--- config.mk ---
export PLATFORM = sky130hd
export DESIGN_NAME = pipe_stage_buffer
export DESIGN_NICKNAME = d
export VERILOG_FILES = /design/src/rtl/pipe_stage_buffer.sv
export SDC_FILE = /design/constraint.sdc
export NUM_CORES = 1
export LEC_CHECK = 0
export CAP_MARGIN = 20
export CORE_MARGIN = 4
export CORE_UTILIZATION = 47
export DETAILED_ROUTE_END_ITERATION = 10
export PLACE_DENSITY = 0.78
export SLEW_MARGIN = 20
export SYNTH_ARGS = -nofsm -noshare
export SYNTH_HDL_FRONTEND = slang
export SYNTH_SLANG_ARGS = --single-unit
--- constraint.sdc ---
create_clock -name clk -period 6.1 [get_ports clk]
set_input_delay 1.83 -clock clk [delete_from_list [all_inputs] [get_ports clk]]
set_output_delay 1.83 -clock clk [all_outputs]
set_load 0.05 [all_outputs]
--- src/rtl/pipe_stage_buffer.sv ---
// pipe_stage_buffer: DEPTH-entry in-order valid/ready pipeline stage buffer with flush and bubble output
module pipe_stage_buffer #(
  parameter int WIDTH = 32,
  parameter int DEPTH = 2,
  parameter logic [WIDTH-1:0] BUBBLE = '0
) (
  input  logic                       clk,
  input  logic                       rst,
  input  logic                       flush,
  input  logic                       in_valid,
  output logic                       in_ready,
  input  logic [WIDTH-1:0]           in_data,
  output logic                       out_valid,
  input  logic                       out_ready,
  output logic [WIDTH-1:0]           out_data,
  output logic [$clog2(DEPTH+1)-1:0] count
);
  localparam int PW = DEPTH > 1 ? $clog2(DEPTH) : 1;
  localparam int CW = $clog2(DEPTH+1);
  if (DEPTH < 1 || DEPTH > 8) begin : g_bad_depth
    $error("pipe_stage_buffer: DEPTH must be in 1..8");
  end
  logic [WIDTH-1:0] mem [DEPTH];
  logic [PW-1:0]    rd_ptr, wr_ptr;
  logic             push, pop;
  function automatic logic [PW-1:0] nxt(input logic [PW-1:0] p);
    return p == PW'(DEPTH-1) ? '0 : p + 1'b1;
  endfunction
  always_comb begin
    in_ready  = count < CW'(DEPTH);
    out_valid = count != '0;
    push      = in_valid & in_ready;
    pop       = out_valid & out_ready;
    out_data  = out_valid ? mem[rd_ptr] : BUBBLE;
  end
  always_ff @(posedge clk) begin
    if (rst || flush) begin
      count  <= '0;
      rd_ptr <= '0;
      wr_ptr <= '0;
    end else begin
      count  <= count + CW'(push) - CW'(pop);
      rd_ptr <= pop ? nxt(rd_ptr) : rd_ptr;
      wr_ptr <= push ? nxt(wr_ptr) : wr_ptr;
    end
  end
  always_ff @(posedge clk) begin
    if (!rst && !flush && push) mem[wr_ptr] <= in_data;
  end
endmodule
# == Word-level counts from Yosys, hierarchy flattened ==
# Memories as Yosys holds them, arrays and structs flattened. A register that Yosys moved wholly into a read port is not among the register bits.
# Index checks and enable logic that the tools add are counted.
# W data, S select, Z words.
# classes
muxes,7
addsub,4
n_bitwise,2
reduce_logical,6
n_lt_le_gt_ge,1
# ops
op,n
$mux W32,1
$mux W1,6
$add A1 B1 Y1 const B,2
$add A2 B1 Y2,1
$and A1 B1 Y1,2
$logic_and A1 B1 Y1,2
$logic_not A1 Y1,2
$lt A2 B2 Y1 const B,1
$reduce_bool A2 Y1,1
$sub A2 B1 Y2,1
$logic_or A1 B1 Y1,1
# totals
word_cells,24
output_inout_bits,36
mem_bits_rw,64
register_bits,4
input_bits,37
memories,1
# memory_table
name,depth,width,read_ports,rd_clocked_by_memory_dff,write_ports,line_no,text
mem,2,32,1,1,1,23,logic [WIDTH-1:0] mem [DEPTH];

# == Longest topological paths before layout ==
# Gate-level depths: netlist (run 1).
# depth
word_depth,5
mapped_depth,8
mapped_depth_nobuf,8

# == Worst setup path before layout (run 1) ==
# Ideal clock, no wire load.
# synth_timing
path_type,input to register
startpoint,input in_valid
endpoint,"memory mem[0][0], enable pin"
n_path_buf,0
setup_ns,0.505
required_time_ns,5.595
t_arrival_ns,5.125
path_stages,3
setup_slack_ns,0.471
cell_sequence,nor2b_2 inv_1 nor4_1
# synth_between
elab_chain_cells,4
# synth_rtl
item,line_no,text
start: declaration,10,"input logic in_valid,"
$and A1 B1 Y1,32,push = in_valid & in_ready;
$logic_and A1 B1 Y1,48,if (!rst && !flush && push) mem[wr_ptr] <= in_data;
$mux W1,48,
$mux W1 (not written as such),48,
end: declaration,23,
# No other way between the ends.

==> results of run 1 <==
[flip-flops by register name (all words and copies together) (netlist names), named ones only]
signal  cells
count       2
mem        64
wr_ptr      1
rd_ptr      1
[layout make-up]
cell class	instances	area, um^2	share of cell area, %
sequential	69	2020	55.7
timing repair buffer	76	751	20.7
multi-input combinational	81	569	15.7
clock buffer	10	128	3.51
tap	72	90.1	2.48
clock inverter	6	53.8	1.48
inverter	5	18.8	0.517
[critical path: stages, from the launching register on]
cell	delay (ns)
dfxtp_2	0.99
mux2i_1	0.18
nor2_1	0.16
clkdlybuf4s50_1	0.82
[stage by stage]
step                hold WS, ns  instance area, um^2  total power, W
floorplan                 0.520                 2660        0.000627
global placement          0.538                 3450        0.000687
detailed placement        0.552                 3450        0.000689
CTS                       0.573                 3630         0.00102
global route              0.608                 3630         0.00105
finish                    0.569                 3630         0.00101
[how the worst max path moves through the flow]
stage | from | end | cells after the start
6_report | flop | out_data[1] | 3
5_1_grt | flop | out_data[19] | 3
4_1_cts | flop | out_data[1] | 3
3_5_place_dp | flop | out_data[11] | 3
3_3_place_gp | flop | out_data[11] | 3
2_1_floorplan | in_valid | mem[0][0] | 3
[layer usage]
metal / up-vias / share of wire [%] / global-route usage, %
met3: 7 / 6.0 / 3.87
li1: 745 / - / -
met4: 0 / 1.7 / 6.24
met5: - / 0 / 0
met2: 45 / 53 / 24.4
met1: 736 / 39 / 13.3
[logic make-up (layout without fill, tap and decap cells)]
family	after synthesis	after routing	share of synthesized area (%)
xor gates and xnor gates	4	4	1.32
and+or+nand+nor	42	42	6.68
AOI/OAI and AO/OA	1	1	0.188
buffers and inverters	12	97	2.82
DFF	69	69	76.0
adders and majority gates	2	2	0.941
muxes	32	32	12.0
[synth_stat cells (all sizes together), types with 2 or more instances]
cell type,n
buf,7
dfxtp,5
edfxtp,64
ha,2
inv,5
mux2i,32
nor2,34
nor3,4
xnor2,3
[where the power goes]
group          total [W]  switching, W  internal, W  leakage, nW
Combinational   0.000143     0.0000852    0.0000578        0.475
Sequential      0.000534    0.00000601     0.000528        0.622
Clock           0.000334      0.000149     0.000185       0.0972
Total            0.00101      0.000241     0.000770         1.19
==> results.yml, run 1 <==
synthesis:
  ys_types: 19
  yosys.area.top_type: "edfxtp_1"
  synth_warnings: 0
  synthArstFlopShare_pct: 0
  synth_nets: 201
  ys_seq_area_share_pct: 76.0
  netlist_instances: 162
  yosys-top-cells-area: "edfxtp_1 (72%), mux2i_1 (12%), nor2_1 (4.7%), dfxtp_1 (3.8%), buf_6 (1.3%)"
  netlist_area_um2: 2660
  synthFlopType: "edfxtp_1"
  avgSynthCellArea_um2: 16.4
  synth_top_area_share_pct: 72.2
  synth_seq_cells: 69
  synth_enable_flop_cells: 64
power:
  leakagePower_nw: 1.19
  power_density_nw_per_um2: 278
  peakVddDrop_uv: 167
critical_path:
  worstSetupEndpointType: "primary output"
  path_max_fanout: 32
  worstPathArrival_ns: 2.48
  reg2reg_slack_ns: 4.22
  r2r_start: "count[1]"
  startpoint_type: "flop"
  worst_r2r_endpoint: "mem[1][23]"
  crit_required_ns: 4.27
  worst-setup-path-type: "flop to primary output"
  r2r_cells: 3
place:
  post-dp-hpwl_um: 3000
  gp_congestion: 0.721
  place_ws_ns: 2.11
  io_buffers: 72
  dp_cells: 303
sta:
  setup_viol_count_final: 0
  fin_crit_ns: 4.31
  max_clock_freq_mhz: 232
  tightest_slew_ns: 0.999
  fin_tns_setup_ns: 0
  slew_viol_final: 0
  slew_headroom_pct: 33.4
  timing.final.ws_setup_ns: 1.79
  rsz0062_at_grt: "false"
  period_share_pct: 70.7
  skew_ns: 0.00585
  finalHoldViolations: 0
clock_tree:
  cts_resized: 0
  clkSlewWorstSetupHoldPaths_ns: 0.07
  post_cts_buffers: 0
  clockBufferDepth: 2
  cts_tree: "done"
  insertion_delay_ns: 0.32
  ctsHoldBuffers: 0
  htreeDepth: 3
  cts-root-buf: "clkbuf_8"
  clock-sinks: 69
  cts-buffers-inserted: 9
floorplan:
  io-pin-count: 73
  rows: 27
  design.core.area_um2: 5510
  die_h_um: 83.2
  start_util_pct: 48.3
  die_area_um2: 6930
  die_w_um: 83.2
routing:
  drc_errors: 0
  wl_um: 4340
  ant_nets: 0
  wl_per_cell_um: 13.6
  drtIter0Drc: 58
  vias_per_cell: 4.81
  dr.pass1.iters: 4
  vias: 1533
layout:
  syn_to_final_growth_pct: 36.6
  drive_gt1_share_pct: 9.31
  final_cells: 319
  final_cell_mix: "clkdlybuf4s50_1 (72), edfxtp_1 (64), nor2_1 (33), mux2i_1 (32), clkbuf_8 (9)"
  finalNetCount: 281
  num-fill-cells: 387
  diodes: 0
  utilization_pct: 66.0
  layout_commonest_cell: "clkdlybuf4s50_1"
worst_hold_path:
  hp-class: "flop to flop"
  worstHoldStart: "rd_ptr"
  hold-path-endpoint: "rd_ptr"
  min_path_cells: 2
status:
  run_status: "completed"
run:
  maxCapViolCount: 0
global_routing:
  track_usage_pct: 13.2
  grt_start_max_net_pins: 33
  grt_antenna_before_repair: 0
  grt_pass1_wl_um: 7050
  grt_pass1_vias: 1604
  gr-total-overflow: 0
Power figures use the tool's default switching activity.
==> run 2: changes to the inputs <==
Settings changed: CORE_UTILIZATION 47 to 43, PLACE_DENSITY 0.78 to 0.76.
Clock period 6.1 ns to 3.6 ns, I/O delays scaled along.
==> run 2 against run 1 <==
Against the previous run:
- combinational power grew 76%
- largest cell class unchanged
- power up 78%
- critical path type unchanged
- sequential share of layout area fell by 0.91 points
- routed wire length increased by 7.5%
- utilization is 4.0 points lower
- global-route usage rose by 0.48 points
- flip-flop and latch count stayed put
- clock power is 93% higher
==> results.yml, run 2 (synthesized netlist as in run 1, its figures left out) <==
routing:
  drtIter0Drc: 74
  wl_per_cell_um: 14.4
  dr.pass1.iters: 3
  ant_nets: 0
  drc_errors: 0
  vias: 1527
  vias_per_cell: 4.71
  wl_um: 4670
clock_tree:
  post_cts_buffers: 0
  clkSlewWorstSetupHoldPaths_ns: 0.07
  cts-root-buf: "clkbuf_8"
  cts_tree: "done"
  clock-sinks: 69
  ctsHoldBuffers: 0
  cts-buffers-inserted: 9
  insertion_delay_ns: 0.33
  cts_resized: 0
  clockBufferDepth: 2
  htreeDepth: 3
sta:
  max_clock_freq_mhz: 326
  slew_headroom_pct: 65.1
  period_share_pct: 85.2
  skew_ns: 0.00731
  slew_viol_final: 0
  fin_tns_setup_ns: 0
  setup_viol_count_final: 0
  tightest_slew_ns: 0.522
  fin_crit_ns: 3.07
  finalHoldViolations: 0
  rsz0062_at_grt: "false"
power:
  power_density_nw_per_um2: 486
  peakVddDrop_uv: 463
  leakagePower_nw: 1.22
layout:
  largest-register: "mem"
  syn_to_final_growth_pct: 38.9
  diodes: 0
  final_cells: 324
  drive_gt1_share_pct: 10.8
  layout_commonest_cell: "clkdlybuf4s50_1"
  finalNetCount: 283
  final_cell_mix: "clkdlybuf4s50_1 (70), edfxtp_1 (64), nor2_1 (33), mux2i_1 (32), clkbuf_8 (9)"
  num-fill-cells: 466
  largest_register_ffs: 64
  reg_top3: "mem: 64 flops, count: 2 flops"
floorplan:
  rows: 28
  die_area_um2: 7510
  start_util_pct: 44.7
  io-pin-count: 73
  design.core.area_um2: 5960
  die_h_um: 86.7
  die_w_um: 86.7
place:
  gp_congestion: 0.688
  post-dp-hpwl_um: 3250
  io_buffers: 72
  dp_cells: 308
worst_hold_path:
  hp-class: "flop to flop"
critical_path:
  worst-setup-path-type: "flop to primary output"
  path_max_fanout: 18
  crit_required_ns: 2.52
  worstSetupEndpointType: "primary output"
  worstPathArrival_ns: 1.99
  startpoint_type: "flop"
run:
  maxCapViolCount: 0
global_routing:
  grt_antenna_before_repair: 0
  grt_start_max_net_pins: 33
  track_usage_pct: 13.6
  grt_pass1_vias: 1559
  grt_pass1_wl_um: 7380
  gr-total-overflow: 0
status:
  run_status: "completed"
run 2: cell type report:
class	instances	area (um^2)	area share, %
Tap cell	75	93.8	2.54
Clock buffer	10	128	3.46
Sequential cell	69	2020	54.8
Multi-Input combinational cell	81	579	15.7
Inverter	5	18.8	0.508
Timing Repair Buffer	78	773	20.9
Clock inverter	6	77.6	2.10
run 2: report_power, final:
group          internal, W  switching (W)  leakage (nW)
logic             0.000100       0.000152         0.492
registers         0.000894     0.00000634         0.622
clock network     0.000383       0.000260         0.105
total              0.00138       0.000418          1.22
run 2: routing by layer:
layer / vias to the layer above / global-route usage (%) / routed length [um]
met5: - / 0 / 0
met4: 0 / 6.37 / 69
met2: 44 / 24.0 / 2520
met1: 726 / 14.6 / 1820
met3: 6 / 4.75 / 254
li1: 751 / - / -
run 2: final timing paths:
check                           startpoint     endpoint  slack, ns  cells after the start
worst max-delay path              count[1]  out_data[9]       0.53                      4
worst min register to register      rd_ptr         flop       0.57                      2
worst max register to register    count[1]     count[1]       1.93                      8
worst min-delay path                rd_ptr         flop       0.57                      2
run 2: metrics by stage:
| stage | area [um^2] | worst slack, ns | power (W) | util, % | hold WS, ns |
|---|---|---|---|---|---|
| after CTS | 3690 | 0.495 | 0.00182 | 62.0 | 0.574 |
| final | 3690 | 0.533 | 0.00180 | 62.0 | 0.573 |
| after floorplan | 2670 | 0.0740 | 0.00106 | - | 0.520 |
| after global routing | 3690 | 0.427 | 0.00188 | 62.0 | 0.603 |
| after global placement | 3490 | 0.720 | 0.00117 | 58.6 | 0.564 |
| after detailed placement | 3490 | 0.698 | 0.00117 | 58.6 | 0.559 |
run 2: critical path: stages (launching register included):
cell             delay (ns)
dfxtp_1                0.43
nor2_2                 0.07
buf_4                  0.20
nor2_1                 0.14
clkdlybuf4s50_1        0.83
==> run 3: changes to the inputs <==
Clock period 3.6 ns to 2.5 ns, I/O delays scaled along.
==> run 3 against run 2 <==
Against the previous run:
- global-route usage down 0.32 points
- utilization down 1.6 points
- combinational power up 39%
- clock skew down 0.0012 ns
- final area down 2.5%
- sequential share of layout area up 1.4 points
- clock power up 17%
- sequential power up 44%
- register-to-register slack worse by 1.0 ns
- via count up 1.4%
- flip-flop and latch count unchanged
==> results.yml, run 3 (synthesized netlist as in run 1, its figures left out) <==
sta:
  tightest_slew_ns: 0.491
  slew_headroom_pct: 67.1
  max_clock_freq_mhz: 427
  slew_viol_final: 0
  rsz0062_at_grt: "false"
  timing.final.ws_setup_ns: 0.160
  finalHoldViolations: 0
  fin_crit_ns: 2.34
  setup_viol_count_final: 0
  fin_tns_setup_ns: 0
  period_share_pct: 93.6
  skew_ns: 0.00613
global_routing:
  grt_start_max_net_pins: 34
  grt_pass1_wl_um: 7250
  gr-total-overflow: 0
  track_usage_pct: 13.3
  grt_antenna_before_repair: 0
  grt_pass1_vias: 1530
critical_path:
  crit_path_cell_trace: "inv_1 -> clkdlybuf4s50_1"
  crit_required_ns: 1.75
  reg2reg_slack_ns: 0.90
  r2r_cells: 8
  path_max_fanout: 5
  worstPathArrival_ns: 1.59
  cp_slowest_cell: "clkdlybuf4s50_1"
  r2r_start: "count[1]"
  slowest_delay_ns: 0.81
  startpoint_type: "flop"
  worst-setup-path-type: "flop to primary output"
  worstSetupEndpointType: "primary output"
  worst_r2r_endpoint: "count[1]"
clock_tree:
  cts_tree: "done"
  ctsHoldBuffers: 0
  clkSlewWorstSetupHoldPaths_ns: 0.06
  post_cts_buffers: 0
  htreeDepth: 3
  cts_resized: 0
  insertion_delay_ns: 0.33
  clock-sinks: 69
  cts-root-buf: "clkbuf_8"
  cts-buffers-inserted: 9
  clockBufferDepth: 2
worst_hold_path:
  worstHoldStart: "rd_ptr"
  hold-path-endpoint: "rd_ptr"
  hp-class: "flop to flop"
  min_path_cells: 2
layout:
  num-fill-cells: 459
  drive_gt1_share_pct: 23.5
  layout_commonest_cell: "edfxtp_1"
  finalNetCount: 285
  diodes: 0
  syn_to_final_growth_pct: 35.4
  reg_top3: "mem: 64 flops, count: 2 flops"
  largest_register_ffs: 64
  final_cell_mix: "edfxtp_1 (64), clkdlybuf4s50_1 (39), buf_4 (39), nor2_1 (33), mux2i_1 (32)"
  largest-register: "mem"
routing:
  ant_nets: 0
  drc_errors: 0
  vias: 1549
  wl_um: 4600
  dr.pass1.iters: 3
  vias_per_cell: 4.75
  drtIter0Drc: 35
  wl_per_cell_um: 14.1
place:
  gp_congestion: 0.682
  post-dp-hpwl_um: 3130
  io_buffers: 72
  place_ws_ns: 0.0670
floorplan:
  io-pin-count: 73
  die_area_um2: 7510
  die_h_um: 86.7
  design.core.area_um2: 5960
  die_w_um: 86.7
  rows: 28
  start_util_pct: 44.7
power:
  power_density_nw_per_um2: 667
  leakagePower_nw: 1.27
  total_power_w: 0.00240
  peakVddDrop_uv: 428
run:
  maxCapViolCount: 0
status:
  run_status: "completed"
## run 3: cell count changes in the layout (fill, tap and decap cells not counted), moves of 2 or more
| cell | change |
|---|---|
| buf_4 | +32 |
| bufinv_16 | -2 |
| clkbuf_1 | +2 |
| clkdlybuf4s50_1 | -31 |
## run 3: final cells by class
class / instances / area, um^2 / area share, %
Sequential cell: 69 / 2020 / 56.2
Clock buffer: 13 / 149 / 4.13
Clock inverter: 3 / 13.8 / 0.382
Tap cell: 75 / 93.8 / 2.61
Multi-Input combinational cell: 81 / 579 / 16.1
Timing Repair Buffer: 80 / 723 / 20.1
Inverter: 5 / 18.8 / 0.521
## run 3: power by group
part           internal (W)  switching, W
Combinational      0.000133      0.000218
Clock              0.000382      0.000372
Sequential          0.00129    0.00000830
## run 3: worst max-delay path by stage
stage                   from   endpoint  slack [ns]  cells past startpoint
global route        count[1]   in_ready        0.09                      2
floorplan           in_valid  mem[0][0]        0.04                      3
CTS                 count[1]   in_ready        0.13                      2
detailed placement  in_valid   count[1]        0.07                      9
finish              count[1]   in_ready        0.16                      2
global placement    in_valid   count[1]        0.10                      9
## run 3: layer usage
metal / vias to the layer above / global-route usage [%] / share of wire [%]
met5: - / 0 / 0
met4: 0 / 7.22 / 1.5
met3: 8 / 4.75 / 6.5
met2: 42 / 22.4 / 53
met1: 741 / 14.6 / 39
li1: 758 / - / -
## run 3: metrics by stage
step	std cells	utilization (%)	instance area, um^2	hold slack [ns]
floorplan	162	-	2680	0.520
global placement	310	57.7	3440	0.538
detailed placement	310	57.7	3440	0.554
CTS	326	60.5	3600	0.569
global route	326	60.5	3600	0.587
finish	326	60.5	3600	0.560
## run 3: worst max-delay path, delay by kind of cell (launching register included)
| kind | cells | cell delay (ns) |
|---|---|---|
| buffers and inverters | 2 | 0.91 |
| flip-flops | 1 | 0.35 |
==> RTL edit, RTL diff (settings of run 2) <==
The parameter `WIDTH` goes from 32 to 16.
--- a/src/rtl/pipe_stage_buffer.sv
+++ b/src/rtl/pipe_stage_buffer.sv
@@ -2,3 +2,3 @@
 module pipe_stage_buffer #(
-  parameter int WIDTH = 32,
+  parameter int WIDTH = 16,
   parameter int DEPTH = 2,
Ports: changed (resized in_data and out_data); port bits go from 73 to 41. No check against the original RTL was run, so the function may have changed too.
==> RTL edit against run 2 <==
- cell count is 42% lower
- setup slack worse by 0.14 ns
- utilization is 1.2 points higher
- power is 50% lower
- combinational power is 44% lower
- area after synthesis is 45% lower
- cell area is 46% lower
- worst hold slack better by 0.0043 ns
- wire length is 45% lower
- sequential cell count is 32 lower
- critical endpoint is now out_data[0]
- largest cell class unchanged
- highest routed layer unchanged
==> RTL edit: results (changes against run 2) <==
- GRT met1 Usage: 0.156 (was 0.146)
- Worst slew pin tran: 0.659 ns (was 0.522 ns)
- WHS: 0.577 ns (was 0.573 ns)
- TritonCTS buffer count: 5 (was 9)
- GPL Wtd Cong: 0.755 (was 0.688)
- Synth top area cells: edfxtp_1 66%, mux2i_1 11%, dfxtp_1 6.9% (was edfxtp_1 72%, mux2i_1 12%, nor2_1 4.7%)
- Setup crit end: out_data[0] (was out_data[9])
- Clk pwr: 0.275 mW (was 0.643 mW)
- Placed Area: 0.00191 mm^2 (was 0.00349 mm^2)
- Met2 Use GR: 0.203 (was 0.240)
- LEAKAGE: 0.675 nW (was 1.22 nW)
- Post-synth EDFFs: 32 (was 64)
- Share of cells above drive strength 1: 0.0979 (was 0.108)
- Skew final: 0.00646 ns (was 0.00731 ns)
- Top Registers: mem x32, count x2 (was mem x64, count x2)
- Distinct cells, synth: 17 (was 19)
- Worst-path maximum fanout: 17 (was 18)
- Met3 Use GR: 0.0646 (was 0.0475)
- Total Routing Usage GR: 0.128 (was 0.136)
- Largest net degree at the start of global routing: 18 (was 33)
- 1st-iter DRT viols: 11 (was 74)
- Total Power: 0.897 mW (was 1.80 mW)
- Min-Delay Startpoint: wr_ptr (was rd_ptr)
- H-tree lvl count: 2 (was 3)
- Sequential element share of the synthesized area: 0.730 (was 0.760)
- Worst vdd ir: 0.000282 V (was 0.000463 V)
- Routed vias/inst: 4.65 (was 4.71)
- Seq pwr share: 0.536 (was 0.502)
- Mux share of post-synthesis cell area: 0.110 (was 0.120)
- First-pass GRT wire length: 4030 um (was 7380 um)
- Status: finished clean (unchanged)
- NetSw: 0.221 mW (was 0.418 mW)
- Fin nets: 165 (was 283)
- Vias in the first global route: 889 (was 1559)
[RTL edit: through the flow]
| stage | setup slack (ns) | cells |
|---|---|---|
| 3_3_place_gp | 0.777 | 179 |
| 4_1_cts | 0.359 | 187 |
| 2_1_floorplan | 0.320 | 94 |
| 3_5_place_dp | 0.759 | 179 |
| 6_report | 0.393 | 187 |
| 5_1_grt | 0.259 | 187 |
[RTL edit: area by class of cell]
type | count | area (um^2)
Multi-Input combinational cell | 49 | 349
Sequential cell | 37 | 1060
Timing Repair Buffer | 44 | 430
Tap cell | 44 | 55.1
Fill cell | 251 | 1160
Clock buffer | 5 | 37.5
Clock inverter | 3 | 41.3
Inverter | 5 | 18.8
[RTL edit: layer usage]
metal / vias up / wire length [um]
met2: 38 / 1230
met3: 2 / 228
met1: 397 / 1120
met4: 0 / 14
met5: - / 0
li1: 433 / -
[RTL edit: critical path: stages, from the launching register on]
cell and delay, ns:
dfxtp_1 0.36, nor2_2 0.54, nor2_1 0.15, clkdlybuf4s50_1 0.74
